<file path="src/rtl/i2c_target_regfile.sv">
// I2C target exposing NUM_REGS 8-bit registers through an auto-incrementing pointer; bus lines are synchronised then glitch-filtered.
// Latency: SYNC_STAGES+FILT_LEN clks from a pin to decode; the target never stretches SCL, so no backpressure is applied.
module i2c_target_regfile #(
  parameter int NUM_REGS    = 4,
  parameter int SYNC_STAGES = 2,
  parameter int FILT_LEN    = 3
) (
  input  logic                  clk,
  input  logic                  rst_n,
  input  logic                  scl_in,
  input  logic                  sda_in,
  output logic                  sda_oe,
  input  logic [6:0]            slave_addr,
  output logic [8*NUM_REGS-1:0] reg_q,
  output logic                  wr_stb,
  output logic [7:0]            wr_idx,
  output logic                  busy
);

  localparam int PW = (NUM_REGS > 1) ? $clog2(NUM_REGS) : 1;
  localparam int CW = $clog2(FILT_LEN + 1);

  typedef enum logic [3:0] {
    IDLE, ADDR, ADDR_ACK, PTR, PTR_ACK, WDATA, WDATA_ACK, RDATA, RACK, WAIT_STOP
  } state_t;

  logic [1:0]             line_in;
  logic [SYNC_STAGES-1:0] sync_q [2];
  logic [CW-1:0]          cnt_q [2];
  logic [1:0]             filt_q, prev_q;   // bit 0 = SCL, bit 1 = SDA

  assign line_in = {sda_in, scl_in};

  always_ff @(posedge clk) begin
    if (!rst_n) begin
      for (int i = 0; i < 2; i++) begin
        sync_q[i] <= '1;
        cnt_q[i]  <= '0;
      end
      filt_q <= 2'b11;
      prev_q <= 2'b11;
    end else begin
      for (int i = 0; i < 2; i++) begin
        sync_q[i] <= {sync_q[i][SYNC_STAGES-2:0], line_in[i]};
        if (sync_q[i][SYNC_STAGES-1] == filt_q[i]) begin
          cnt_q[i] <= '0;
        end else if (cnt_q[i] == CW'(FILT_LEN - 1)) begin
          filt_q[i] <= sync_q[i][SYNC_STAGES-1];
          cnt_q[i]  <= '0;
        end else begin
          cnt_q[i] <= cnt_q[i] + CW'(1);
        end
      end
      prev_q <= filt_q;
    end
  end

  logic scl_rise, scl_fall, start_det, stop_det, sda_f;
  assign sda_f     = filt_q[1];
  assign scl_rise  = filt_q[0] & ~prev_q[0];
  assign scl_fall  = ~filt_q[0] & prev_q[0];
  assign start_det = prev_q[1] & ~filt_q[1] & filt_q[0];
  assign stop_det  = ~prev_q[1] & filt_q[1] & filt_q[0];

  state_t        state_q, state_d;
  logic [2:0]    bit_cnt_q, bit_cnt_d;
  logic [7:0]    shift_q, shift_d;
  logic [PW-1:0] ptr_q, ptr_d, ptr_inc;
  logic          sda_oe_q, sda_oe_d, busy_q, busy_d, rw_q, rw_d, phase_q, phase_d;
  logic          wr_stb_q, wr_stb_d, reg_we;
  logic [7:0]    wr_idx_q, wr_idx_d, rx_byte;
  logic [7:0]    regs_q [NUM_REGS];

  always_comb begin
    state_d   = state_q;
    bit_cnt_d = bit_cnt_q;
    shift_d   = shift_q;
    ptr_d     = ptr_q;
    sda_oe_d  = sda_oe_q;
    busy_d    = busy_q;
    rw_d      = rw_q;
    phase_d   = phase_q;
    wr_stb_d  = 1'b0;
    wr_idx_d  = wr_idx_q;
    reg_we    = 1'b0;
    rx_byte   = {shift_q[6:0], sda_f};
    ptr_inc   = (ptr_q == PW'(NUM_REGS - 1)) ? '0 : ptr_q + PW'(1);

    if (start_det) begin
      state_d   = ADDR;
      bit_cnt_d = 3'd7;
      sda_oe_d  = 1'b0;
      phase_d   = 1'b0;
    end else if (stop_det) begin
      state_d  = IDLE;
      sda_oe_d = 1'b0;
      busy_d   = 1'b0;
      phase_d  = 1'b0;
    end else begin
      case (state_q)
        ADDR, PTR, WDATA: begin
          if (scl_rise) begin
            shift_d = rx_byte;
            if (bit_cnt_q != 3'd0) begin
              bit_cnt_d = bit_cnt_q - 3'd1;
            end else begin
              bit_cnt_d = 3'd7;
              if (state_q == ADDR) begin
                // Address 0 is the general call and is never claimed.
                if (rx_byte[7:1] == slave_addr && rx_byte[7:1] != 7'd0) begin
                  state_d = ADDR_ACK;
                  busy_d  = 1'b1;
                  rw_d    = rx_byte[0];
                end else begin
                  state_d = WAIT_STOP;
                  busy_d  = 1'b0;
                end
              end else if (state_q == PTR) begin
                if ({1'b0, rx_byte} < 9'(NUM_REGS)) begin
                  ptr_d   = rx_byte[PW-1:0];
                  state_d = PTR_ACK;
                end else begin
                  state_d = WAIT_STOP;
                end
              end else begin
                reg_we   = 1'b1;
                wr_stb_d = 1'b1;
                wr_idx_d = 8'(ptr_q);
                ptr_d    = ptr_inc;
                state_d  = WDATA_ACK;
              end
            end
          end
        end
        ADDR_ACK, PTR_ACK, WDATA_ACK: begin
          // First SCL fall opens the ACK slot, the second closes it.
          if (scl_fall) begin
            if (!phase_q) begin
              sda_oe_d = 1'b1;
              phase_d  = 1'b1;
            end else begin
              phase_d   = 1'b0;
              bit_cnt_d = 3'd7;
              sda_oe_d  = 1'b0;
              if (state_q == ADDR_ACK && rw_q) begin
                state_d  = RDATA;
                shift_d  = regs_q[ptr_q];
                sda_oe_d = ~regs_q[ptr_q][7];
              end else if (state_q == ADDR_ACK) begin
                state_d = PTR;
              end else begin
                state_d = WDATA;
              end
            end
          end
        end
        RDATA: begin
          if (scl_rise) begin
            if (bit_cnt_q == 3'd0) begin
              state_d = RACK;
            end else begin
              bit_cnt_d = bit_cnt_q - 3'd1;
              shift_d   = {shift_q[6:0], 1'b0};
            end
          end else if (scl_fall) begin
            sda_oe_d = ~shift_q[7];
          end
        end
        RACK: begin
          if (scl_fall) begin
            sda_oe_d = 1'b0;
          end else if (scl_rise) begin
            if (!sda_f) begin
              ptr_d     = ptr_inc;
              shift_d   = regs_q[ptr_inc];
              bit_cnt_d = 3'd7;
              state_d   = RDATA;
            end else begin
              state_d = WAIT_STOP;
            end
          end
        end
        default: sda_oe_d = 1'b0;
      endcase
    end
  end

  always_ff @(posedge clk) begin
    if (!rst_n) begin
      state_q   <= IDLE;
      bit_cnt_q <= 3'd7;
      shift_q   <= '0;
      ptr_q     <= '0;
      sda_oe_q  <= 1'b0;
      busy_q    <= 1'b0;
      rw_q      <= 1'b0;
      phase_q   <= 1'b0;
      wr_stb_q  <= 1'b0;
      wr_idx_q  <= '0;
      for (int i = 0; i < NUM_REGS; i++) regs_q[i] <= '0;
    end else begin
      state_q   <= state_d;
      bit_cnt_q <= bit_cnt_d;
      shift_q   <= shift_d;
      ptr_q     <= ptr_d;
      sda_oe_q  <= sda_oe_d;
      busy_q    <= busy_d;
      rw_q      <= rw_d;
      phase_q   <= phase_d;
      wr_stb_q  <= wr_stb_d;
      wr_idx_q  <= wr_idx_d;
      if (reg_we) regs_q[ptr_q] <= rx_byte;
    end
  end

  for (genvar g = 0; g < NUM_REGS; g++) begin : g_regq
    assign reg_q[8*g +: 8] = regs_q[g];
  end

  assign sda_oe = sda_oe_q;
  assign busy   = busy_q;
  assign wr_stb = wr_stb_q;
  assign wr_idx = wr_idx_q;

endmodule

</file>
<file path="config.mk">
export PLATFORM = sky130hd
export DESIGN_NAME = i2c_target_regfile
export DESIGN_NICKNAME = d
export VERILOG_FILES = /design/src/rtl/i2c_target_regfile.sv
export SDC_FILE = /design/constraint.sdc
export NUM_CORES = 1
export LEC_CHECK = 0
export BUFFER_PORTS_ARGS = -buffer_cell sky130_fd_sc_hd__clkbuf_2
export CORE_ASPECT_RATIO = 1.75
export CORE_UTILIZATION = 50
export DETAILED_ROUTE_END_ITERATION = 6
export PLACE_DENSITY = 0.71
export SLEW_MARGIN = 20
export SYNTH_ARGS = -nofsm -noshare
export SYNTH_HDL_FRONTEND = slang
export SYNTH_SLANG_ARGS = --single-unit
export TNS_END_PERCENT = 50
</file>
<file path="constraint.sdc">
create_clock -name clk -period 3.6 [get_ports clk]
set_clock_uncertainty 0.1 [all_clocks]
set_input_delay 1.08 -clock clk [delete_from_list [all_inputs] [get_ports clk]]
set_output_delay 1.08 -clock clk [all_outputs]
set_load 0.005 [all_outputs]
</file>
# == Yosys cells after proc, flatten, opt, wreduce, memory -nomap -nowiden ==
# Memory sizes are Yosys's and may differ from the RTL's. A register that Yosys moved wholly into a read port is not among the register bits.
# Cells that the tools add are included.
# totals
output_inout_bits,43
ram_bits,40
in_bits,11
mem_count,3
ff_bits,28
# op_classes
n_addsub,4
bitwise_logic,29
eq_ne,39
n_mux,109
magnitude_cmp,1
n_reduce_logical,28
# memory_table
memory,depth,word_bits,read_ports,rd_ports_with_merged_regs,write_ports,line_no,text
regs_q,4,8,6,1,4,72,logic [7:0] regs_q [NUM_REGS];
cnt_q,2,2,2,0,2,29,logic [CW-1:0] cnt_q [2];
sync_q,2,2,2,0,2,28,logic [SYNC_STAGES-1:0] sync_q [2];
# op_table
cell,n
$mux W8,10
$mux W4,13
$mux W1,50
$mux W2,20
$mux W3,11
$ne A2 B2 Y1 const B,16
$ne A4 B4 Y1 const B,8
$pmux W8 S4,1
$reduce_and A10 Y1,2
$reduce_and A9 Y1,2
$eq A4 B3 Y1 const B,4
$pmux W4 S4,1
$not A1 Y1,15
$reduce_and A7 Y1,2
$pmux W3 S4,1
$reduce_and A12 Y1,1
$reduce_and A5 Y1,2
$reduce_or A3 Y1,3
$eq A4 B2 Y1 const B,2
$lt A8 B3 Y1 const B,1
$or A1 B1 Y1,8
$reduce_bool A2 Y1,4
$reduce_or A8 Y1,1
$eq A7 B7 Y1,1
18 further kinds,31

# == Longest topological paths before layout ==
# Gate-level depths: netlist of run 1.
# depth
word_depth,13
mapped_depth,9

# == Worst setup path after synthesis of run 1 ==
# OpenSTA, ideal clock, no wires.
# synth_timing
kind,register to register
start,reg bit_cnt_q[0]
end,mem regs_q[1][0] (enable)
required_time_ns,3.166
setup_ns,0.334
period_less_slack_ns,2.563
path_stages_with_launch,10
path_slack_ns,1.037
t_arrival_ns,2.128
path_cell_list,dfxtp_1 > inv_1 > ha_1 > nand2b_1 > or3_1 > nand3b_1 > nor2_2 > and3b_1 > buf_2 > nand2b_1
# synth_lines
element,line_no,text
from (decl),66,"logic [2:0] bit_cnt_q, bit_cnt_d;"
from (signal assigned),203,bit_cnt_q <= bit_cnt_d;
to (decl),72,

==> impl_metrics.ini, run 1 <==
[power_and_ir_drop]
peakVddDrop_uv = 365.8
power.share.switching = 0.2136
power.internal_mw = 1.587
p_seq_frac = 0.443
power.total_mw = 2.018
power.switching_uw = 431.1
leakage_nw = 1.747
power.density_nw_per_um2 = 446.3
clock_power_share = 0.493
power_frac_comb = 0.064

[logic_synthesis]
synth_edf_count = 36
synth_area_um2 = 3844
yosysSeqAreaShare = 0.4583
ys_ff_latch = 70
synth.distinct_cells = 59
synth_cells = 371
syn_area_per_cell_um2 = 10.36
yosys_warnings = 0
async_reset_ff_frac = 0
ys.flop_type = edfxtp_1

[place]
place_congestion = 0.9938
dpl.hpwl_mm = 7.569
numPortBuffers = 47
dp_worst_setup_slack_ps = 748.6

[global_route]
overflow = 0
grt_pass1_vias = 3117
grt_pass1_wl_mm = 15.76
grt_start_max_net_pins = 20
track_usage = 0.2772
antenna_found_initial = 0

[clock_network]
ctsResizeCount = 0
clk-insertion-delay-late_ps = 340
clock-sinks = 70
postCtsHoldBufs = 0
clk_pin_slew_ps = 60
h-tree-depth = 3
clockBufferDepth = 2
numCtsBuffers = 9
cts_root_buffer = clkbuf_16
post_cts_buffers = 0
cts_tree = yes

[die]
die_h_um = 118.0
die_x_um = 68.28
floorplan.die_area_um2 = 8056
io_pins = 54
core_um2 = 7515
fp-row-count = 42
initial_core_util = 0.5115

[setup_path]
crit_start = filt_q[0]
r2r_start = filt_q[0]
reg2regPathDepth = 6
crit_fanout = 10
cp.required_ps = 3500
r2r-end = regs_q[1][6]
crit_end = regs_q[1][6]
rrSetupSlack_ps = 770
crit_type = reg -> reg
worstPathArrival_ps = 2730
critPathCaptureType = register
worst_setup_path_start_kind = register

[timing]
fin_crit_ps = 2829
fmax_mhz = 353.5
rsz0062_at_grt = false
timing.slew.headroom = 0.4826
setup_violations = 0
fin_ws_ps = 770.9
tns_ps = 0
whs_ps = 311.5
slew_viol_final = 0
hold_viol = 0
post-route-period-util = 0.7859
worst_slew_pin_slew_ps = 775.0

[route]
first_iter_violations = 268
post_drt_via_cell_ratio = 5.979
ant_nets = 0
drt_pass1_iterations = 4
vias = 3079
wirelength_mm = 9.904
drc = 0
wire_per_inst_um = 19.23

[run_status]
outcome = finished clean

[layout]
final_nets = 438
utilization = 0.6019
diodes = 0
drive_gt1_frac = 0.2436
area_delta_synth_final_pct = 17.68

[worst_hold_path]
worstHoldPathType = reg -> reg
min_from = sync_q[0][0]

[flow_run]
drv_cap = 0
## worst max-delay path, cell delays in order, from the launching register on
cell	delay (ps)
dfxtp_1	470
nand2b_1	190
or3_1	450
nand3b_1	370
nor2_2	190
and3b_1	320
nand2b_1	390
## layer usage
metal / vias up / part of all wire / global-route usage
li1: 1435 / - / -
met1: 1513 / 0.33 / 0.2843
met3: 30 / 0.043 / 0.06686
met4: 0 / 0.043 / 0.1589
met5: - / 0 / 0
met2: 101 / 0.58 / 0.4822
## per-stage QoR
stage | instance area, um2 | std cells
2_1_floorplan | 3874 | 379
3_3_place_gp | 4177 | 499
3_5_place_dp | 4177 | 499
4_1_cts | 4523 | 515
5_1_grt | 4523 | 515
6_report | 4523 | 515
## power by group through the flow
stage	clock [mW]	sequential [mW]	combinational, mW
final	0.995	0.894	0.129
after global routing	1.05	0.898	0.142
after CTS	1.01	0.894	0.130
after detailed placement	0	0.911	0.129
after global placement	0	0.910	0.127
after floorplan	0	0.896	0.0955
## cell usage after synthesis (2+ instances only)
cell type | instances | area share
edfxtp_1 | 36 | 0.28
buf_2 | 3 | 0.0039
a311oi_1 | 8 | 0.018
buf_4 | 8 | 0.016
conb_1 | 2 | 0.0020
a31oi_1 | 5 | 0.0081
or3_1 | 3 | 0.0049
xor2_1 | 9 | 0.021
nor3_1 | 4 | 0.0052
nand3b_1 | 2 | 0.0039
a22oi_1 | 9 | 0.018
buf_1 | 2 | 0.0020
a211oi_1 | 2 | 0.0039
mux2i_1 | 9 | 0.023
nand2_1 | 30 | 0.029
ha_1 | 5 | 0.016
nand2b_1 | 14 | 0.023
dfxtp_1 | 34 | 0.18
o41ai_1 | 2 | 0.0046
inv_1 | 9 | 0.0088
nor2_2 | 2 | 0.0033
o21ai_0 | 13 | 0.017
a21oi_1 | 15 | 0.020
o211ai_1 | 4 | 0.0078
clkbuf_1 | 14 | 0.014
xnor2_1 | 2 | 0.0046
nor2_1 | 35 | 0.034
nor4_1 | 2 | 0.0033
o21ai_1 | 2 | 0.0026
nand3_1 | 4 | 0.0052
nor3b_1 | 3 | 0.0059
mux4_2 | 12 | 0.070
o22ai_1 | 3 | 0.0049
a211o_1 | 2 | 0.0046
nor2b_1 | 4 | 0.0065
mux2_2 | 4 | 0.012
and2_1 | 32 | 0.052
## layout by cell type, fill, tap and decap left out, types with 3 or more instances in the layout
master	instances
clkbuf_2	47
edfxtp_1	36
nor2_1	35
dfxtp_1	34
and2_1	32
nand2_1	30
a21oi_1	15
nand2b_1	14
o21ai_0	13
buf_4	13
mux4_2	12
clkbuf_16	11
conb_1	10
inv_1	9
xor2_1	9
mux2i_1	9
a22oi_1	9
a311oi_1	8
a31oi_1	5
ha_1	5
nor3_1	4
nor2b_1	4
nand3_1	4
mux2_2	4
o211ai_1	4
or3_1	3
nor3b_1	3
o22ai_1	3
## flip-flops by register name, indices dropped and copies added, names as in the netlist, 3 cells and up, named ones only
register / count
regs_q: 32
shift_q: 8
cnt_q: 4
state_q: 4
sync_q: 4
bit_cnt_q: 3
## worst min-delay path by stage
stage	slack, ps	cells past startpoint	to
2_1_floorplan	290	1	sync_q[0][1]
3_3_place_gp	290	1	sync_q[0][3]
3_5_place_dp	300	1	sync_q[0][1]
4_1_cts	310	1	sync_q[0][1]
5_1_grt	330	1	sync_q[0][1]
6_report	310	1	sync_q[0][1]
## cell families after synthesis
| logic type | count (synthesis) | share of synthesized area |
|---|---|---|
| AND/OR/NAND/NOR | 142 | 0.1956 |
| AO/OA/AOI/OAI | 77 | 0.1468 |
| flip-flops | 70 | 0.4583 |
| buffers and inverters | 38 | 0.04785 |
| multiplexers | 25 | 0.1055 |
| XOR/XNOR | 11 | 0.02507 |
| adder cells (fa/ha/maj) | 6 | 0.01888 |
| other | 2 | 0.001954 |
## cell type report
class | count | area, um2
Fill cell | 647 | 2992
Multi-Input combinational cell | 271 | 1934
Sequential cell | 70 | 1762
Timing Repair Buffer | 60 | 332.8
Clock buffer | 13 | 302.8
Tap cell | 88 | 110.1
Clock inverter | 3 | 43.79
Inverter | 10 | 37.54
Note: power is estimated with default switching activity, not from simulation.
==> run 2: changes to the inputs <==
PLACE_DENSITY = 0.74   (was 0.71)
clock period = 2.35 ns   (was 3.6 ns; I/O delays follow)
==> run 2 against run 1 <==
Largest power group unchanged; first-iteration DRC count rose by 9.3%; largest cell class unchanged; clock power rose by 58%; sequential power rose by 52%; fmax rose by 26%; critical path type unchanged; non-clock buffer count rose by 31.
==> impl_metrics.ini, run 2 (synthesis results as in run 1) <==
[die]
die_x_um = 68.28
initial_core_util = 0.5115
fp-row-count = 42
io_pins = 54
core_um2 = 7515
die_h_um = 118.0
floorplan.die_area_um2 = 8056

[layout]
diodes = 0
final_area_um2 = 4862
drive_gt1_frac = 0.3144
final_nets = 469
largest_register_ffs = 32
utilization = 0.6470
final_cell_mix = 47 x clkbuf_2, 41 x buf_4, 36 x edfxtp_1
regMostFlops = regs_q
final_common_cell = clkbuf_2
largestRegisters = regs_q x32, shift_q x8
area_delta_synth_final_pct = 26.50
final_cells = 546

[place]
numPortBuffers = 47
placed_area_um2 = 4487
dp_cells = 530
place_congestion = 1.001
dpl.hpwl_mm = 7.999

[setup_path]
crit_fanout = 8
worstPathArrival_ps = 2180
path_common_cell = nand2b_4
crit_path_max_incr_delay_ps = 340
critPathCaptureType = register
worst_setup_path_start_kind = register
worstPathCellList = inv_2, ha_4, nand2b_4, or3_1, nand3b_1, buf_4, nor2_4, and3b_1, nand2b_4
slowest_stage = or3_1
cp.required_ps = 2290
crit_type = reg -> reg

[timing]
rsz0062_at_grt = false
slew_viol_final = 0
timing.slew.headroom = 0.5427
post-route-period-util = 0.9539
hold_viol = 0
fmax_mhz = 446.1
setup_violations = 0
fin_crit_ps = 2242
worst_slew_pin_slew_ps = 683.5

[global_route]
overflow = 0
grt_start_max_net_pins = 20
antenna_found_initial = 0
grt_pass1_vias = 3356
grt_pass1_wl_mm = 16.84
track_usage = 0.2903

[clock_network]
cts_tree = yes
numCtsBuffers = 9
clockBufferDepth = 2
clk_pin_slew_ps = 60
clock-sinks = 70
clk-insertion-delay-late_ps = 330
h-tree-depth = 3
cts_root_buffer = clkbuf_16

[power_and_ir_drop]
peakVddDrop_uv = 524.3
power.total_mw = 3.167
power.density_nw_per_um2 = 651.3
leakage_nw = 1.932

[route]
drc = 0
ant_nets = 0
first_iter_violations = 293
post_drt_via_cell_ratio = 5.907
vias = 3225
wire_per_inst_um = 19.42
wirelength_mm = 10.60
drt_pass1_iterations = 6

[run_status]
outcome = finished clean

[worst_hold_path]
worstHoldPathType = reg -> reg

[flow_run]
drv_cap = 0
[run 2: cell types whose count changed in the layout (fill, tap and decap cells not counted), moves of 2 or more]
| cell | delta |
|---|---|
| inv_2 | +2 |
| inv_1 | -2 |
| nand2b_1 | -4 |
| buf_4 | +28 |
| buf_12 | +3 |
| nand2b_4 | +4 |
[run 2: final cells by class]
type / count / area [um2]
sequential: 70 / 1763
multi-input combinational: 271 / 1997
tap: 88 / 110.1
fill: 619 / 2653
clock buffer: 12 / 277.8
clock inverter: 4 / 73.82
timing repair buffer: 91 / 603.1
inverter: 10 / 37.54
[run 2: power by group]
part	switching (mW)	total (mW)	leakage, nW	internal (mW)
clock	0.517	1.57	0.174	1.05
sequential	0.0346	1.36	0.625	1.32
combinational	0.124	0.240	1.13	0.116
[run 2: critical path, delay by kind of cell (launching register included)]
family / cells / cell delay (ps)
AND/OR/NAND/NOR: 6 / 1110
flip-flops: 1 / 320
buffers and inverters: 2 / 260
adder cells (fa/ha/maj): 1 / 140
[run 2: layer usage]
| metal | vias to the layer above | routed length, um | global-route usage |
|---|---|---|---|
| met3 | 39 | 467 | 0.05136 |
| met1 | 1565 | 3700 | 0.3106 |
| li1 | 1498 | - | - |
| met4 | 0 | 511 | 0.1628 |
| met5 | - | 0 | 0 |
| met2 | 123 | 5924 | 0.5061 |
[run 2: path summary, 6_finish.rpt]
check | startpoint | endpoint | slack [ps] | cells past startpoint
max | bit_cnt_q[0] | regs_q[1][6] | 110 | 9
min | sync_q[0][0] | sync_q[0][1] | 310 | 1
max reg2reg | bit_cnt_q[0] | regs_q[1][6] | 110 | 9
min reg2reg | sync_q[0][0] | sync_q[0][1] | 310 | 1
[run 2: through the flow]
stage	hold slack (ps)	setup TNS, ps	setup slack, ps
6_report	312.0	0	108.3
2_1_floorplan	286.3	-1561	-90.97
5_1_grt	353.1	0	8.207
3_5_place_dp	302.5	0	64.81
4_1_cts	320.7	0	71.43
3_3_place_gp	294.2	0	167.7
[run 2: repair_timing]
item / 4_1_cts / 5_1_grt
setup endpoints to repair: 0 / 9
buffers inserted: 0 / 0
gates resized for setup: 0 / 4
hold buffers: 0 / 0
==> run 3: changes to the inputs <==
CORE_UTILIZATION = 52   (was 50)
PLACE_DENSITY = 0.76   (was 0.74)
==> run 3 against run 2 <==
Global-route usage increased by 1.2 points; sequential share of layout area decreased by 0.59 points; routed wire length about the same.
==> impl_metrics.ini, run 3 (synthesis results as in run 1) <==
[setup_path]
crit_type = reg -> reg
crit_start = state_q[3]
crit_fanout = 16
r2r-end = shift_q[6]
critPathCaptureType = register
slowest_stage = or4b_4
crit_path_max_incr_delay_ps = 530
cp.required_ps = 2490
crit_end = shift_q[6]
worstPathCellList = or4b_4, a21oi_4, o211ai_4, a211oi_4, buf_12, nor2_1, a311oi_1
reg2regPathDepth = 7
worstPathArrival_ps = 2390
worst_setup_path_start_kind = register
r2r_start = state_q[3]
rrSetupSlack_ps = 100

[worst_hold_path]
worstHoldPathType = reg -> reg
min_from = sync_q[0][0]

[global_route]
track_usage = 0.3020
grt_pass1_wl_mm = 16.48
antenna_found_initial = 0
overflow = 0
grt_start_max_net_pins = 20
grt_pass1_vias = 3319

[die]
die_h_um = 115.7
core_um2 = 7182
floorplan.die_area_um2 = 7753
initial_core_util = 0.5352
io_pins = 54
fp-row-count = 41
die_x_um = 66.99

[power_and_ir_drop]
power_frac_comb = 0.076
clock_power_share = 0.505
power.internal_mw = 2.566
p_seq_frac = 0.419
power.total_mw = 3.239
power.share.switching = 0.2080
power.switching_uw = 673.8
peakVddDrop_uv = 551.8
power.density_nw_per_um2 = 655.4
leakage_nw = 1.973

[layout]
final_cell_mix = 48 x buf_4, 47 x clkbuf_2, 36 x edfxtp_1
seqCellArea_um2 = 1763
area_delta_synth_final_pct = 28.58
nFillCells = 543
largestRegisters = regs_q x32, shift_q x8
final_cells = 551
multi_input_area_um2 = 2007
regMostFlops = regs_q
final_common_cell = buf_4
utilization = 0.6882
largest_register_ffs = 32
diodes = 0
final_area_um2 = 4942
final_nets = 476
drive_gt1_frac = 0.3247

[route]
first_iter_violations = 191
dr_wl_met3_um = 609
post_drt_via_cell_ratio = 5.935
top_layer_used = met4
vias = 3270
wirelength_mm = 10.61
drt_pass1_iterations = 7
met1_length_mm = 3.534
wl_met2_mm = 5.923
ant_nets = 0
wire_per_inst_um = 19.26
drc = 0

[timing]
post-route-period-util = 0.9586
slew_viol_final = 0
hold_viol = 0
fin_crit_ps = 2253
timing.slew.headroom = 0.6249
worst_slew_pin_slew_ps = 556.8
rsz0062_at_grt = false
setup_violations = 0
fmax_mhz = 443.9

[place]
place_congestion = 1.057
placed_area_um2 = 4537
dp_cells = 535
numPortBuffers = 47
dpl.hpwl_mm = 8.162

[clock_network]
postCtsHoldBufs = 0
clk-insertion-delay-late_ps = 340
numCtsBuffers = 9
cts_tree = yes
h-tree-depth = 3
cts_root_buffer = clkbuf_16
clk_pin_slew_ps = 60
clock-sinks = 70
clockBufferDepth = 2

[run_status]
outcome = finished clean

[flow_run]
drv_cap = 0
run 3: cell count changes in the layout (fill, tap and decap cells not counted), sizes merged:
cell / delta
buf: +7
clkbuf: +1
clkinv: -1
clkinvlp: +1
inv: -1
run 3: per-layer routing:
metal  vias up  global-route usage
li1       1511                   -
met1      1566              0.2921
met2       155              0.5488
met3        38             0.07776
met4         0              0.1887
met5         -                   0
run 3: power groups by stage:
| stage | Sequential [mW] | Clock, mW | Combinational (mW) |
|---|---|---|---|
| finish | 1.36 | 1.64 | 0.246 |
| global route | 1.36 | 1.69 | 0.264 |
| CTS | 1.36 | 1.64 | 0.240 |
| detailed placement | 1.38 | 0 | 0.238 |
| global placement | 1.38 | 0 | 0.234 |
| floorplan | 1.37 | 0 | 0.148 |
run 3: final cells by class:
type	count	share of cell area
well taps	86	0.02177
clock buffers	13	0.06152
repair buffers	98	0.1327
flip-flops and latches	70	0.3567
inverters	10	0.007595
multi-input cells	271	0.4061
clock inverters	3	0.01367
run 3: what timing repair did:
action,4_1_cts,5_1_grt
resized for setup,0,6
buffers inserted,0,0
endpoints found under the hold margin,0,0
setup endpoints to repair,0,15
run 3: metrics by stage:
stage / setup WS (ps) / setup TNS [ps] / hold slack, ps
6_report: 97.27 / 0 / 309.1
5_1_grt: 7.691 / 0 / 351.5
4_1_cts: 35.61 / 0 / 310.4
3_5_place_dp: 34.64 / 0 / 292.8
3_3_place_gp: 117.5 / 0 / 294.7
2_1_floorplan: -90.97 / -1561 / 286.3
run 3: worst min path at each step:
stage,to,slack (ps),cells past startpoint
2_1_floorplan,sync_q[0][1],290,1
3_3_place_gp,sync_q[0][1],290,1
3_5_place_dp,sync_q[0][1],290,1
4_1_cts,sync_q[0][1],310,1
5_1_grt,sync_q[0][1],350,1
6_report,sync_q[0][1],310,1
run 3: worst max-delay path: cells and delay by family (launching register included):
kind / cells / cell delay [ps]
AND/OR/NAND/NOR: 2 / 570
AO/OA/AOI/OAI: 4 / 890
flip-flops: 1 / 420
buffers and inverters: 1 / 180
